### src/rtl/ma_sum_decoder.sv
// Inverts the moving-average FIR's weighted window sum back into the original
// signed sample stream, flagging misaligned sums and out-of-range reconstructions.
module ma_sum_decoder #(
    parameter int TAPS       = 5,
    parameter int COEF_SHIFT = 2,
    parameter int SW         = 8,
    parameter int DW         = 4
) (
    input  logic          clk,
    input  logic          rstn,
    input  logic          in_valid,
    input  logic [SW-1:0] in_sum,
    input  logic          resync,
    output logic          out_valid,
    output logic [DW-1:0] out_data,
    output logic          err_align,
    output logic          err_range
);

    localparam int WW = SW - COEF_SHIFT;
    localparam int XW = SW + 2;
    localparam logic signed [XW-1:0] D_MAX = XW'((1 <<< (DW - 1)) - 1);
    localparam logic signed [XW-1:0] D_MIN = ~D_MAX;

    logic [DW-1:0] hist_q [TAPS];
    logic [WW-1:0] w_prev_q;
    logic          out_valid_q;
    logic [DW-1:0] out_data_q;
    logic          err_align_q;
    logic          err_range_q;

    logic [WW-1:0]        w_d;
    logic signed [XW-1:0] diff;
    logic [DW-1:0]        sample_d;
    logic                 misalign_d;
    logic                 clamp_d;

    // Dropping the low bits of the sum is exactly an arithmetic shift (floor).
    assign w_d        = in_sum[SW-1:COEF_SHIFT];
    assign misalign_d = |in_sum[COEF_SHIFT-1:0];

    // The difference of two consecutive window sums is x_new - x_oldest.
    assign diff = {{(XW-WW){w_d[WW-1]}}, w_d}
                - {{(XW-WW){w_prev_q[WW-1]}}, w_prev_q}
                + {{(XW-DW){hist_q[TAPS-1][DW-1]}}, hist_q[TAPS-1]};

    // NOTE: every variable driven here gets a default first so no latch is inferred.
    always_comb begin
        sample_d = diff[DW-1:0];
        clamp_d  = 1'b0;
        if (diff > D_MAX) begin
            sample_d = {1'b0, {(DW-1){1'b1}}};
            clamp_d  = 1'b1;
        end else if (diff < D_MIN) begin
            sample_d = {1'b1, {(DW-1){1'b0}}};
            clamp_d  = 1'b1;
        end
    end

    // NOTE: the history is a small shift register, not a memory, so it is reset
    // along with everything else; sequential state uses non-blocking assignments.
    always_ff @(posedge clk or negedge rstn) begin
        if (!rstn) begin
            for (int i = 0; i < TAPS; i++) hist_q[i] <= '0;
            w_prev_q    <= '0;
            out_valid_q <= 1'b0;
            out_data_q  <= '0;
            err_align_q <= 1'b0;
            err_range_q <= 1'b0;
        end else if (resync) begin
            for (int i = 0; i < TAPS; i++) hist_q[i] <= '0;
            w_prev_q    <= '0;
            out_valid_q <= 1'b0;
            out_data_q  <= '0;
            err_align_q <= 1'b0;
            err_range_q <= 1'b0;
        end else begin
            out_valid_q <= in_valid;
            if (in_valid) begin
                hist_q[0] <= sample_d;
                for (int i = 1; i < TAPS; i++) hist_q[i] <= hist_q[i-1];
                w_prev_q    <= w_d;
                out_data_q  <= sample_d;
                err_align_q <= err_align_q | misalign_d;
                err_range_q <= err_range_q | clamp_d;
            end
        end
    end

    assign out_valid = out_valid_q;
    assign out_data  = out_data_q;
    assign err_align = err_align_q;
    assign err_range = err_range_q;

endmodule
### config.mk
export PLATFORM = sky130hd
export DESIGN_NAME = ma_sum_decoder
export DESIGN_NICKNAME = d
export VERILOG_FILES = /design/src/rtl/ma_sum_decoder.sv
export SDC_FILE = /design/constraint.sdc
export NUM_CORES = 1
export LEC_CHECK = 0
export CORE_UTILIZATION = 55
export CTS_CLUSTER_SIZE = 10
export DETAILED_ROUTE_END_ITERATION = 16
export GPL_TIMING_DRIVEN = 0
export PLACE_DENSITY = 0.78
export SKIP_CTS_REPAIR_TIMING = 1
export SLEW_MARGIN = 20
export SYNTH_ARGS = -nofsm -noshare
export SYNTH_HDL_FRONTEND = slang
export SYNTH_SLANG_ARGS = --single-unit
### constraint.sdc
create_clock -name clk -period 2.85 [get_ports clk]
set_input_delay 0.855 -clock clk [delete_from_list [all_inputs] [get_ports clk]]
set_output_delay 0.855 -clock clk [all_outputs]
set_load 0.1 [all_outputs]
### After elaboration in Yosys (flattened, before gate mapping)

Cells that the tools add are included.

| storage, ports and cells | value |
|---|---|
| input port bits | 12 |
| word-level logic and storage cells | 33 |
| bits in registers | 33 |
| output and inout bits | 7 |

| cells by class | value |
|---|---|
| order comparisons | 2 |
| bitwise gates (word level) | 2 |
| $add $sub $neg | 2 |
| reduce and logical (&&, ||, !) cells | 2 |
| mux-type cells | 15 |

Operator list:

| cell | count |
|---|---|
| $mux 20 | 2 |
| $mux 4 | 4 |
| $mux 6 | 2 |
| $add 7x4->8 | 1 |
| $gt 8x4->1 const B | 1 |
| $lt 8x4->1 const B | 1 |
| $mux 1 | 7 |
| $sub 6x6->7 | 1 |
| $or 1x1->1 | 2 |
| $reduce_bool 2->1 | 1 |
| $reduce_or 2->1 | 1 |

### Longest topological paths before layout

| depth | value |
|---|---|
| depth in word-level cells | 8 |
| mapped depth | 12 |
| depth with buffers taken out | 12 |

### Least setup slack after synthesis

OpenSTA, ideal clock, no wires.

| path | value |
|---|---|
| path type | in2reg |
| start point | in in_sum[3] |
| end point | reg err_range_q (netlist: err_range) |
| data required time | 2.712 ns |
| stages | 9 |
| library setup time | 0.138 ns |
| buffers on the path | 0 |
| path slack | -0.174 ns |
| arrival | 2.886 ns |
| path through | fa_1 > inv_1 > fa_1 > nor2b_1 > o2111a_1 > a211oi_2 > nor3_1 > nor3b_1 > o311ai_2 |

| between the ends | value |
|---|---|
| cells in the longest elaborated chain, start to end | 8 |
| elaborated cells between the ends (all ways) | 9 |
| those cells by class | add/sub (2); order compare (2); mux (4); bitwise (1) |

Ends and longest elaborated chain:

| what | RTL line | RTL |
|---|---|---|
| start: declaration | 12 | `input logic [SW-1:0] in_sum,` |
| $sub 6x6->7 (*) | 44 | `- {{(XW-WW){w_prev_q[WW-1]}}, w_prev_q}` |
| $add 7x4->8 (*) | 45 | `+ {{(XW-DW){hist_q[TAPS-1][DW-1]}}, hist_q[TAPS-1]};` |
| $lt 8x4->1 | 54 | `end else if (diff < D_MIN) begin` |
| $mux 1 | 54 |  |
| $mux 1 (*) | 51 | `if (diff > D_MAX) begin` |
| $or 1x1->1 (*) | 85 | `err_range_q <= err_range_q \| clamp_d;` |
| $mux 1 (*) | 79 | `if (in_valid) begin` |
| $mux 1 (*) | 70 | `end else if (resync) begin` |
| end signal: assignment | 85 |  |
| end: declaration | 30 | `logic err_range_q;` |

Mark *: on every way between the ends. The rest lies on a longest branch, timed or not. The select of a mux whose other input is x is not followed.
A chain may end at the register's enable or synchronous reset.

### Worst setup path in the final report

| path | value |
|---|---|
| start point | in in_sum[7] |
| end point | reg hist_q[18] in the netlist's numbering |

| between the ends | value |
|---|---|
| cells in the longest elaborated chain, start to end | 7 |
| elaborated cells between the ends (all ways) | 8 |
| those cells by class | add/sub (2); order compare (2); mux (4) |

Ends and longest elaborated chain:

| what | RTL line | RTL |
|---|---|---|
| $sub 6x6->7 (*) | 44 |  |
| $add 7x4->8 (*) | 45 |  |
| $lt 8x4->1 | 54 |  |
| $mux 4 | 54 |  |
| $mux 4 (*) | 51 |  |
| $mux 20 (*) | 79 |  |
| $mux 20 (*) | 70 |  |
| end: declaration | 25 | `logic [DW-1:0] hist_q [TAPS];` |

Marks and branches as above.

==> impl_results.md <==
* Outcome: finished with violations
* Failing checks: design-rule violations, negative setup slack
* Layout Skew at a little over 0.008 ns
* Number of distinct library cells after synthesis at 36
* Commonest non-fill, non-tap cell in the layout: dfrtp_1
* Global-route wire length before repair at 5380 um
* Layout cells sized above 1 at 31.7%
* Worst EP required at 3.06 ns
* Critical path cell sequence: buf_8, inv_4, fa_1, inv_2, ha_4, nor3b_2, a311o_1, a211oi_4, nor3_4, buf_4, a22oi_2, o21ai_1
* CORE AREA at 2850 um2
* DRC viols at 1
* Fin area at 2280 um2
* Buffers & Inverters on Critical Path at 4
* Total GRT Usage at a little over a fifth
* Drt first pass iters at 10
* Routed length per placed instance at ~16 um
* Fin cells at 230
* Area Growth Syn to Fin at 32.9%
* IO Port Bufs at 16
* Fmax at 339 MHz
* DRT iter0 DRCs at 45
* Clock Root Buffer: clkbuf_4
* Initial Util at between 60% and 70%
* Synth area leader: dfrtp_1
* Final setup viols at 4
* Syn_area_per_cell at 10.2 um2
* CTS tree: yes
* Largest net degree at the start of global routing at 30
* Kind of cell adding the most delay to the critical path: compound AO/OA/AOI/OAI gates
* Inst Count DP at 215
* Fillers at 180
* Max clock buf depth at 2
* Kind of end point of the critical path: flop
* Asr flop ratio synth at 100%
* Final Worst Setup Slack at -0.102 ns
* Horiz. Die Dim at 57.8 um
* CP max-delay cell: fa_1
* Max stage delay on crit path at 0.54 ns
* Post-synth net total at 194
* Number of global-route vias before repair at 1248
* Syn Inst Count at 168
* Die area at 3340 um2
* EDFF count, synth at 0
* Total power at 1290 uW
* Nets at around 230
* RSZ-0062 raised after global routing: true
* Maximum vdd drop at 0.000374 V
* Slew of the pin with the lowest slew margin at between 0.9 and 1 ns
* Largest cells by area after synthesis: dfrtp_1 42%, mux2i_1 13%, fa_1 7.0%
* Clock sinks at 29
* Antenna viol nets, final at 0
* Final Wtd Congestion at roughly 0.84
* Worst-Skew Late Latency at 0.32 ns
* Dpl hpwl at 2370 um
* Post-synth top area share at a little over two fifths
* CTS Buf Count at 5
* Via count at between 1k and 1.5k
* FF+latch count, synth at 29
* Die span in y at 57.8 um
* Cell leakage power at 0.00110 uW
* Relative slew slack at 35.6%
* Min Tclk post-route at 2.95 ns
* Post-synthesis sequential area ratio at 42.4%
* Worst min-delay path category: reg -> reg
* Power Density at 565 nW/um2
* Row count at 19
* I/O Pins at 19
* Commonest non-fill, non-tap cells in the layout: 29 x dfrtp_1, 24 x nor2_1, 22 x mux2i_1
* Crit Path Max Fanout at 3
* Fin crit share at 104%
* Initial antenna violation count at 0
* Max_cap viols at 0
* Worst-path clk slew at 0.09 ns
* Vias per cell at 5.60
* Crit path launch type: input port
* Crit Path Class: in -> reg
* Htree depth at 2
* Fin. Hold Viols at 0
* Ys flop type: dfrtp_1
* Slew Viols, Final at 0
* Gr ovfl total at 0
* CP arrival at around 3.2 ns
* Post-synth design cell area at 1710 um2
* WL final at 3690 um
* Diodes inserted at 0
* Placed instance area at 1990 um2
* Warnings, synthesis at 0
==> state kept, by name, indices dropped and copies added, names as in the netlist <==
signal and flops:
err_align 1, out_valid 1, w_prev_q 6, err_range 1, hist_q 20
==> through the flow <==
stage / utilization (%) / setup slack (ns) / hold WS (ns) / TNS, ns
finish: 79.8 / -0.102 / 0.525 / -0.356
global route: 79.8 / -0.157 / 0.566 / -0.615
CTS: 71.7 / -0.488 / 0.521 / -2.26
detailed placement: 69.7 / -0.824 / 0.500 / -3.93
global placement: 69.9 / -0.745 / 0.493 / -3.55
floorplan: - / 0.00262 / 0.478 / 0
==> worst register-to-register path, stage by stage, from the launching register on <==
cell      delay, ns
dfrtp_1        0.38
inv_1          0.17
fa_1           0.46
inv_2          0.12
ha_4           0.22
nor3b_2        0.16
a311o_1        0.37
a211oi_4       0.29
nor3_4         0.08
buf_4          0.14
a22oi_2        0.22
o21ai_1        0.09
==> cells by family (layout without fill, tap and decap cells) <==
| group | after synthesis | in the layout | synth area share, % |
|---|---|---|---|
| and+or+nand+nor | 43 | 43 | 11.4 |
| buffers and inverters | 34 | 65 | 8.47 |
| DFF | 29 | 29 | 42.4 |
| AOI/OAI and AO/OA | 23 | 23 | 10.5 |
| muxes | 22 | 22 | 12.9 |
| adders and majority gates | 14 | 14 | 12.9 |
| xor gates and xnor gates | 3 | 3 | 1.53 |
==> power by group <==
group | total, uW | switching [uW] | internal (uW)
Clock | 245 | 129 | 116
Sequential | 456 | 18.6 | 437
Combinational | 584 | 342 | 242
Total | 1290 | 490 | 795
==> layout make-up <==
| class | instances | area, um2 | area share [%] |
|---|---|---|---|
| plain buffers | 10 | 55.1 | 2.42 |
| flip-flops and latches | 29 | 726 | 31.9 |
| multi-input cells | 105 | 1090 | 47.9 |
| inverters | 24 | 92.6 | 4.07 |
| clock buffers | 7 | 55.1 | 2.42 |
| well taps | 31 | 38.8 | 1.70 |
| repair buffers | 24 | 218 | 9.57 |
==> cell usage after synthesis (2+ instances only) <==
cell and n:
o21ai_0 2, buf_4 4, mux2i_1 22, nand3_1 2, dfrtp_1 29, nand2b_1 2
ha_1 8, xnor2_1 3, clkbuf_1 3, fa_1 6, nor3b_1 2, a21oi_1 5
buf_2 2, nand2_1 3, inv_1 24, o21ai_1 3, nor3_1 3, nor2_1 25
nor2b_1 3
==> worst paths after layout <==
check / slack (ns) / cells past startpoint / end / from
max: -0.10 / 12 / hist_q[18] / in_sum[7]
min: 0.52 / 2 / err_align / err_align
max reg2reg: 0.06 / 11 / hist_q[18] / hist_q[3]
min reg2reg: 0.52 / 2 / err_align / err_align
max in group asynchronous: 1.89 / 1 / hist_q[2] / rstn
min in group asynchronous: 0.54 / 1 / hist_q[13] / rstn
==> routing by layer <==
metal	vias to the layer above	track usage (%)	share of wire, %
met5	-	0	0
met4	0	7.82	2.1
met3	10	5.36	3.3
met2	30	35.6	53
met1	633	28.0	41
li1	615	-	-
No activity file was read; power rests on OpenSTA's default activity.
